===== config.mk =====
export PLATFORM = sky130hd
export DESIGN_NAME = bullet_dispatcher
export DESIGN_NICKNAME = d
export VERILOG_FILES = /design/src/rtl/asteroids_pkg.sv /design/src/rtl/bullet_dispatcher_slot_picker.sv /design/src/rtl/bullet_dispatcher.sv
export SDC_FILE = /design/constraint.sdc
export NUM_CORES = 1
export LEC_CHECK = 0
export BUFFER_PORTS_ARGS = -buffer_cell sky130_fd_sc_hd__clkbuf_2
export CORE_ASPECT_RATIO = 2
export CORE_UTILIZATION = 55
export DETAILED_ROUTE_END_ITERATION = 16
export PLACE_DENSITY = 0.78
export SETUP_SLACK_MARGIN = 0.4
export SYNTH_ARGS = -nofsm -noshare
export SYNTH_HDL_FRONTEND = slang
export SYNTH_SLANG_ARGS = --single-unit

===== constraint.sdc =====
create_clock -name clk_60hz -period 2.7 [get_ports clk_60hz]
set_clock_uncertainty 0.2 [all_clocks]
set_input_delay 0.54 -clock clk_60hz [delete_from_list [all_inputs] [get_ports clk_60hz]]
set_output_delay 0.54 -clock clk_60hz [all_outputs]
set_load 0.05 [all_outputs]

===== src/rtl/asteroids_pkg.sv =====
// Shared definitions for the bullet dispatcher: FSM state encoding, counter widths and
// the slot-index width helper.
package asteroids_pkg;

  typedef enum logic [1:0] {
    IDLE     = 2'd0,
    ISSUE    = 2'd1,
    COOLDOWN = 2'd2
  } state_t;

  localparam int SHOTS_W = 16;
  localparam int DROPS_W = 8;
  localparam int CD_W    = 8;
  localparam int TMO_W   = 3;

  // Index width for a pool of n slots; a single slot still needs one bit.
  function automatic int slot_w(input int n);
    return (n <= 1) ? 1 : $clog2(n);
  endfunction

endpackage


===== src/rtl/bullet_dispatcher_slot_picker.sv =====
// Combinational priority encoder: lowest index whose in_use bit is clear.
module slot_picker #(
  parameter int unsigned N  = 4,
  parameter int unsigned SW = 2
) (
  input  logic [N-1:0]  in_use,
  output logic [SW-1:0] slot,
  output logic          found
);

  always_comb begin
    slot  = '0;
    found = 1'b0;
    for (int unsigned i = 0; i < N; i++) begin
      if (!in_use[i] && !found) begin
        slot  = SW'(i);
        found = 1'b1;
      end
    end
  end

endmodule


===== src/rtl/bullet_dispatcher.sv =====
// Fire button -> one-hot bullet start pulse with cooldown, inUse confirmation and stats.
// Optional AUTO_FIRE_EN: fire request follows the button level instead of its rising edge.
module bullet_dispatcher
  import asteroids_pkg::*;
#(
  parameter int NUM_BULLETS     = 4,
  parameter int COOLDOWN_FRAMES = 10,
  parameter int ACK_TIMEOUT     = 3
) (
  input  logic                   clk_60hz,
  input  logic                   reset,
  input  logic                   fire_btn,
  input  logic                   dir_up,
  input  logic [NUM_BULLETS-1:0] inUse,
  output logic [NUM_BULLETS-1:0] start_bullet,
  output logic                   direction,
  output logic                   busy,
  output logic [SHOTS_W-1:0]     shots_fired,
  output logic [DROPS_W-1:0]     shots_dropped,
  output logic                   ack_error
);

  localparam int SW = slot_w(NUM_BULLETS);
  localparam logic [CD_W-1:0]  CD_INIT  = (COOLDOWN_FRAMES == 0) ? '0 : CD_W'(COOLDOWN_FRAMES - 1);
  localparam logic [TMO_W-1:0] TMO_LAST = TMO_W'(ACK_TIMEOUT - 1);

  state_t                   state_q, state_d;
  logic [SW-1:0]            slot_q, slot_d;
  logic [TMO_W-1:0]         tmo_q, tmo_d;
  logic [CD_W-1:0]          cd_q, cd_d;
  logic                     fire_prev;
  logic [NUM_BULLETS-1:0]   start_d;
  logic                     dir_d;
  logic [SHOTS_W-1:0]       fired_d;
  logic [DROPS_W-1:0]       dropped_d;
  logic                     err_d;
  logic [SW-1:0]            pick_slot;
  logic                     pick_found;
  logic                     fire_req;
  logic                     exit_issue;

  slot_picker #(
    .N  (NUM_BULLETS),
    .SW (SW)
  ) u_picker (
    .in_use (inUse),
    .slot   (pick_slot),
    .found  (pick_found)
  );

`ifdef AUTO_FIRE_EN
  assign fire_req = fire_btn;
`else
  assign fire_req = fire_btn & ~fire_prev;
`endif

  assign busy = (state_q != IDLE);

  always_ff @(posedge clk_60hz or posedge reset) begin
    if (reset) begin
      state_q       <= IDLE;
      slot_q        <= '0;
      tmo_q         <= '0;
      cd_q          <= '0;
      fire_prev     <= 1'b1;
      start_bullet  <= '0;
      direction     <= 1'b0;
      shots_fired   <= '0;
      shots_dropped <= '0;
      ack_error     <= 1'b0;
    end else begin
      state_q       <= state_d;
      slot_q        <= slot_d;
      tmo_q         <= tmo_d;
      cd_q          <= cd_d;
      fire_prev     <= fire_btn;
      start_bullet  <= start_d;
      direction     <= dir_d;
      shots_fired   <= fired_d;
      shots_dropped <= dropped_d;
      ack_error     <= err_d;
    end
  end

  always_comb begin
    state_d    = state_q;
    slot_d     = slot_q;
    tmo_d      = tmo_q;
    cd_d       = cd_q;
    start_d    = start_bullet;
    dir_d      = direction;
    fired_d    = shots_fired;
    dropped_d  = shots_dropped;
    err_d      = ack_error;
    exit_issue = 1'b0;

    case (state_q)
      IDLE: begin
        if (fire_req) begin
          if (pick_found) begin
            start_d = NUM_BULLETS'(1) << pick_slot;
            dir_d   = dir_up;
            slot_d  = pick_slot;
            tmo_d   = '0;
            state_d = ISSUE;
          end else if (shots_dropped != '1) begin
            dropped_d = shots_dropped + 1'b1;
          end
        end
      end
      ISSUE: begin
        // Acknowledge wins over a timeout landing in the same frame.
        if (inUse[slot_q]) begin
          start_d    = '0;
          fired_d    = shots_fired + 1'b1;
          exit_issue = 1'b1;
        end else if (tmo_q == TMO_LAST) begin
          start_d    = '0;
          err_d      = 1'b1;
          exit_issue = 1'b1;
        end else begin
          tmo_d = tmo_q + 1'b1;
        end
        if (exit_issue) begin
          state_d = (COOLDOWN_FRAMES == 0) ? IDLE : COOLDOWN;
          cd_d    = CD_INIT;
        end
      end
      COOLDOWN: begin
        if (cd_q == '0) state_d = IDLE;
        else            cd_d    = cd_q - 1'b1;
      end
      default: state_d = IDLE;
    endcase
  end

endmodule


==> reports/metrics.yaml, run 1 <==
status:
  status: "complete, no violations"
setup_path:
  cp_slowest_cell: "or4b_4"
  worst-path-stages: 3
  ff2ff_setup_slack_ps: 570
  cp-end-kind: "flop"
  r2r_start: "state_q[1]"
  cp_max_fo: 8
  worstPathArrival_ps: 2110
  crit_required_ps: 2680
  crit_start: "state_q[1]"
  crit_type: "reg2reg"
  r2r_end: "shots_dropped[1]"
  crit_path_start_kind: "flop"
  r2r_cells: 3
  cp_num_buf_inv: 0
  critPathMaxStageDelay_ps: 600
  path_cells: "or4b_4 > a211oi_4 > mux2_2"
  path_delay_family: "simple AND/OR/NAND/NOR gates"
timing:
  fin_setup_tns_ps: 0
  rsz0062_at_grt: "no"
  slew_headroom: 0.451
  holdWs_ps: 82.0
  fmax_mhz: 469
  setup_viol: 0
  hold_viol: 0
  maxSlewViolCount: 0
  tightest_slew_ps: 819
  fin_crit_sh: 0.790
  min_period_ps: 2130
power:
  irDropWorstVdd_mv: 0.677
  p_per_area_mw_per_mm2: 939
  p_leak_nw: 1.22
drt:
  drtIter0Drc: 24
  dr.pass1.iters: 4
  via_per_inst: 5.51
  drc_errors: 0
  via_count: 1647
  wirelength_um: 4140
  postRouteAntennaNets: 0
  routedWlPerCell_um: 13.9
synthesis:
  ys_types: 34
  synth_nets: 217
  syn_area_mm2: 0.00219
  syn_inst: 203
  ys_seq_area_frac: 0.527
  postSynthAreaPerCell_um2: 10.8
  synth_seq_cells: 46
  yosys_warnings: 0
global_route:
  antenna_found_initial: 0
  grt_pass1_vias: 1556
  grt_max_degree: 25
  gr-total-overflow: 0
  grt_first_pass_wirelength_um: 6900
  grt_usage: 0.221
layout:
  antennaDiodeCount: 0
  area_growth_pct: 16.9
  n_fill_cell: 336
  drive_above_1_share: 0.242
  fin_nets: 261
  stdcell_count: 299
cts:
  tritoncts: "done"
  cts_root_buffer: "clkbuf_8"
  clock-sinks: 46
  cts_buffer_depth: 2
  cts_resized: 0
  clk_latency_ps: 290
  postCtsSetupBuffers: 0
  htree_levels: 2
  cts_made_buffers: 5
  cts_hold_buf: 0
  clkTransAtPathRegs_ps: 80
floorplanning:
  fp.coreArea_mm2: 0.00384
  rows: 32
  die_x_um: 46.6
  dieHeight_um: 91.2
  die-area_mm2: 0.00425
  start_util: 0.569
  pin_count: 39
min_path:
  hold_path_class: "in2async"
place:
  dp_hpwl_um: 3120
  dp_cells: 291
  io_buffers: 38
  gp_congestion: 0.855
job:
  maxCapViolCount: 0
==> where the power goes <==
part           internal [mW]  switching (mW)  leakage, nW  total, mW
combinational          0.309           0.630        0.563      0.940
clock                  0.207           0.216       0.0482      0.423
sequential             0.862           0.179        0.606       1.04
total                   1.38            1.03         1.22       2.40
==> per-layer routing <==
layer / share of wire / track usage / vias up
li1: - / - / 798
met3: 0.028 / 0.0358 / 6
met5: 0 / 0 / -
met1: 0.40 / 0.274 / 810
met4: 0.015 / 0.0760 / 0
met2: 0.55 / 0.368 / 33
==> layout by cell type (no fill, tap or decap), types with 2 or more instances in the layout <==
master,netlist,routed
a21oi_1,7,7
and3_1,5,5
and4_1,3,3
buf_4,0,2
clkbuf_2,0,38
clkbuf_8,0,6
dfrtp_1,45,45
ha_1,6,6
inv_1,7,6
mux2_2,3,3
mux2i_1,5,5
nand2_1,22,22
nand2b_1,3,3
nand3_1,20,20
nand4_1,10,10
nor2_1,6,6
nor2b_1,4,4
nor3_1,5,5
nor4b_2,1,2
o211ai_1,2,2
o21ai_0,9,9
xnor2_1,20,20
xor2_1,3,3
==> cell families (layout without fill, tap and decap cells) <==
| kind of cell | count (synthesis) | in the layout | share of synthesized area |
|---|---|---|---|
| XOR/XNOR | 23 | 23 | 0.0921 |
| AND/OR/NAND/NOR | 85 | 85 | 0.212 |
| adder cells (fa/ha/maj) | 6 | 6 | 0.0343 |
| AO/OA/AOI/OAI | 23 | 23 | 0.0669 |
| multiplexers | 9 | 9 | 0.0486 |
| flip-flops | 46 | 46 | 0.527 |
| buffers and inverters | 11 | 56 | 0.0194 |
==> area by class of cell <==
class / count / area [um^2] / share of cell area
clock buffers: 7 / 86.3 / 0.0337
clock inverters: 1 / 5.00 / 0.00196
inverters: 7 / 26.3 / 0.0103
multi-input cells: 146 / 1000 / 0.391
flip-flops and latches: 46 / 1150 / 0.450
well taps: 51 / 63.8 / 0.0249
repair buffers: 41 / 225 / 0.0880
==> state kept, by name, indices dropped and copies added, names as in the netlist <==
register / flops
shots_dropped: 8
state_q: 2
tmo_q: 3
shots_fired: 16
ack_error: 1
direction: 1
slot_q: 2
fire_prev: 1
cd_q: 8
start_bullet: 4
==> synth_stat cells (all sizes together) <==
library cell,count,area share
a211oi,1,0.0091
a21o,1,0.0034
a21oi,7,0.016
and2b,1,0.0040
and3,5,0.014
and4,3,0.012
buf,1,0.0023
clkbuf,3,0.0051
dfrtp,45,0.51
dfstp,1,0.012
ha,6,0.034
inv,7,0.012
mux2,3,0.015
mux2i,5,0.023
mux4,1,0.010
nand2,22,0.038
nand2b,3,0.0086
nand3,20,0.046
nand4,10,0.029
nor2,6,0.010
nor2b,4,0.011
nor3,5,0.011
nor4b,3,0.015
o211ai,2,0.0069
o21a,1,0.0034
o21ai,9,0.021
o22a,1,0.0040
o31ai,1,0.0034
or2,1,0.0029
or3b,1,0.0040
or4b,1,0.0063
xnor2,20,0.080
xor2,3,0.012
==> through the flow <==
| step | total power [mW] | util | area, um^2 | setup slack [ps] |
|---|---|---|---|---|
| final | 2.40 | 0.666 | 2560 | 568 |
| after global placement | 1.96 | 0.640 | 2460 | 481 |
| after global routing | 2.57 | 0.666 | 2560 | 494 |
| after floorplan | 1.75 | - | 2190 | 565 |
| after CTS | 2.43 | 0.664 | 2550 | 569 |
| after detailed placement | 2.00 | 0.640 | 2460 | 426 |
==> worst max path at each step <==
stage	slack (ps)	endpoint
finish	570	shots_dropped[1]
global route	490	shots_dropped[1]
CTS	570	shots_dropped[1]
detailed placement	430	tmo_q[0]
global placement	480	shots_dropped[1]
floorplan	560	shots_dropped[1]
(Power assumes the default switching activity.)
==> run 2: changes to the inputs <==
--- a/config.mk
+++ b/config.mk
@@ -7,9 +7,9 @@
 export LEC_CHECK = 0
 export BUFFER_PORTS_ARGS = -buffer_cell sky130_fd_sc_hd__clkbuf_2
 export CORE_ASPECT_RATIO = 2
-export CORE_UTILIZATION = 55
+export CORE_UTILIZATION = 50
 export DETAILED_ROUTE_END_ITERATION = 16
-export PLACE_DENSITY = 0.78
+export PLACE_DENSITY = 0.74
 export SETUP_SLACK_MARGIN = 0.4
 export SYNTH_ARGS = -nofsm -noshare
 export SYNTH_HDL_FRONTEND = slang
==> constraint.sdc (replaced) <==
create_clock -name clk_60hz -period 1.95 [get_ports clk_60hz]
set_clock_uncertainty 0.2 [all_clocks]
set_input_delay 0.39 -clock clk_60hz [delete_from_list [all_inputs] [get_ports clk_60hz]]
set_output_delay 0.39 -clock clk_60hz [all_outputs]
set_load 0.05 [all_outputs]
==> run 2 against run 1 <==
Compared with the run above: the flow now finishes with violations (setup timing); first-iteration DRC count rose by 33%; combinational power increased by 120%; register-to-register slack got worse by 610 ps; count of clock-buffer cells in the layout up 1; clock power up 44%; sequential power increased by 44%; final cell count is 13% higher; critical path type unchanged; largest cell class is now multi-input combinational cells; highest routed layer unchanged.
==> reports/metrics.yaml, run 2 (synthesis gave the netlist of run 1 again) <==
status:
  status: "finished with violations"
  violations: "setup timing"
setup_path:
  path_cells: "or4b_4 > a211oi_4 > buf_6 > nand4_1 > xnor2_2"
  crit_path_start_kind: "flop"
  cp_num_buf_inv: 1  # +1
  critPathMaxStageDelay_ps: 550  # -50 ps
  crit_type: "reg2reg"
  path_delay_family: "simple AND/OR/NAND/NOR gates"
  cp-end-kind: "flop"
  crit_required_ps: 1930  # -750 ps
  worstPathArrival_ps: 1970  # -140 ps
  cp_slowest_cell: "or4b_4"
  cp_max_fo: 3  # -5
layout:
  final_cell_mix: "buf_4 (35), dfrtp_1 (29), xnor2_1 (16), dfrtp_2 (16), buf_6 (15)"
  fin_nets: 300  # +15%
  design_area_mm2: 0.00339  # +32%
  top_register: "shots_fired"
  reg_top3: "shots_fired: 16 flops, cd_q: 8 flops, shots_dropped: 8 flops"
  largest_register_ffs: 16  # unchanged
  drive_above_1_share: 0.551  # +0.309
  final_common_cell: "buf_4"
  antennaDiodeCount: 0  # unchanged
  area_growth_pct: 54.9
cts:
  cts_buffer_depth: 2  # unchanged
  clk_latency_ps: 300  # about the same
  tritoncts: "done"
  clkTransAtPathRegs_ps: 80  # about the same
  htree_levels: 2  # unchanged
  cts_root_buffer: "clkbuf_8"
  cts_made_buffers: 5  # unchanged
  clock-sinks: 46  # unchanged
timing:
  fin_crit_sh: 1.02  # +0.234
  maxSlewViolCount: 0  # unchanged
  slew_headroom: 0.611  # +0.160
  hold_viol: 0  # unchanged
  rsz0062_at_grt: "yes"
  holdWs_ps: 8.51  # -73.5 ps
  min_period_ps: 2000  # -136 ps
  worst_slack_ps: -45.8  # -614 ps
  tightest_slew_ps: 582  # -237 ps
  fmax_mhz: 501  # +6.8%
  setup_viol: 2  # +2
drt:
  via_per_inst: 5.59  # +1.4%
  drc_errors: 0  # unchanged
  dr.pass1.iters: 4  # unchanged
  via_count: 1894  # +15%
  postRouteAntennaNets: 0  # unchanged
  drtIter0Drc: 32  # +33%
  routedWlPerCell_um: 17.7  # +28%
  wirelength_um: 6010  # +45%
power:
  p_leak_nw: 1.56  # +28%
  finalPower_mw: 4.15  # +73%
  irDropWorstVdd_mv: 1.09  # +61%
  p_per_area_mw_per_mm2: 1220  # +30%
floorplanning:
  pin_count: 39  # unchanged
  die-area_mm2: 0.00466  # +9.7%
  rows: 33  # +3.1%
  die_x_um: 48.8  # +4.7%
  dieHeight_um: 95.6  # +4.8%
  fp.coreArea_mm2: 0.00413  # +7.4%
  start_util: 0.530  # -0.0393
place:
  dp_hpwl_um: 3610  # +16%
  gp_congestion: 0.746  # -13%
  io_buffers: 38  # unchanged
  placed_area_mm2: 0.00273  # +11%
min_path:
  hold_path_class: "in2reg"
global_route:
  grt_busiest_layer: "met2"
  antenna_found_initial: 0  # unchanged
  grt_first_pass_wirelength_um: 9130  # +32%
  grt.met1_usage: 0.264  # -0.0104
  grt_pass1_vias: 1928  # +24%
  met2_usage: 0.516  # +0.148
  gr-usage-met3: 0.0463  # +0.0105
  grt_usage: 0.264  # +0.0435
  gr-total-overflow: 0  # unchanged
  grt_max_degree: 25  # unchanged
job:
  maxCapViolCount: 0  # unchanged
## run 2: changes by cell type in the layout (fill, tap and decap cells not counted), moves of 11 or more
| cell | delta |
|---|---|
| dfrtp_2 | +16 |
| buf_6 | +15 |
| buf_4 | +33 |
| dfrtp_1 | -16 |
| nand3_2 | +11 |
| clkbuf_2 | -30 |
| nand3_1 | -13 |
## run 2: through the flow
step	setup WS, ps	TNS, ps	std cells	utilization
global placement	-59.4	-176	307	0.661
finish	-45.8	-65.3	339	0.821
CTS	60.2	0	326	0.761
detailed placement	-121	-599	307	0.661
floorplan	-2.38	-5.65	203	-
global route	-86.1	-296	339	0.821
## run 2: metal layers
layer,share of wire,vias to the layer above
met5,0,-
met4,0.030,0
met3,0.026,14
met2,0.58,62
met1,0.36,934
li1,-,884
## run 2: area by class of cell
| class | instances | area [um^2] |
|---|---|---|
| Fill cell | 237 | 739 |
| Inverter | 7 | 30.0 |
| Sequential cell | 46 | 1170 |
| Clock buffer | 8 | 90.1 |
| Timing Repair Buffer | 80 | 762 |
| Multi-Input combinational cell | 146 | 1270 |
| Tap cell | 52 | 65.1 |
## run 2: power breakdown
| part | switching [mW] | internal, mW | leakage, nW | total, mW |
|---|---|---|---|---|
| registers | 0.293 | 1.20 | 0.582 | 1.50 |
| logic | 1.13 | 0.911 | 0.929 | 2.04 |
| clock network | 0.321 | 0.290 | 0.0455 | 0.611 |
| total | 1.74 | 2.40 | 1.56 | 4.15 |
## run 2: repair_timing
action / 4_1_cts / 5_1_grt
hold buffers: 1 / 0
resized for setup: 63 / 51
endpoints found under the hold margin: 23 / 0
endpoints found under the setup margin: 69 / 72
pin swaps: 19 / 13
setup buffers: 10 / 13
## run 2: worst paths after layout
| check | startpoint | end | slack [ps] | cells after the start |
|---|---|---|---|---|
| max | fire_prev | shots_dropped[6] | -50 | 5 |
| min | fire_btn | fire_prev | 9 | 1 |
| max reg2reg | fire_prev | shots_dropped[6] | -50 | 5 |
| min reg2reg | shots_fired[15] | shots_fired[15] | 280 | 1 |
| max in group asynchronous | reset | shots_dropped[1] | 560 | 4 |
| min in group asynchronous | reset | ack_error | 480 | 3 |
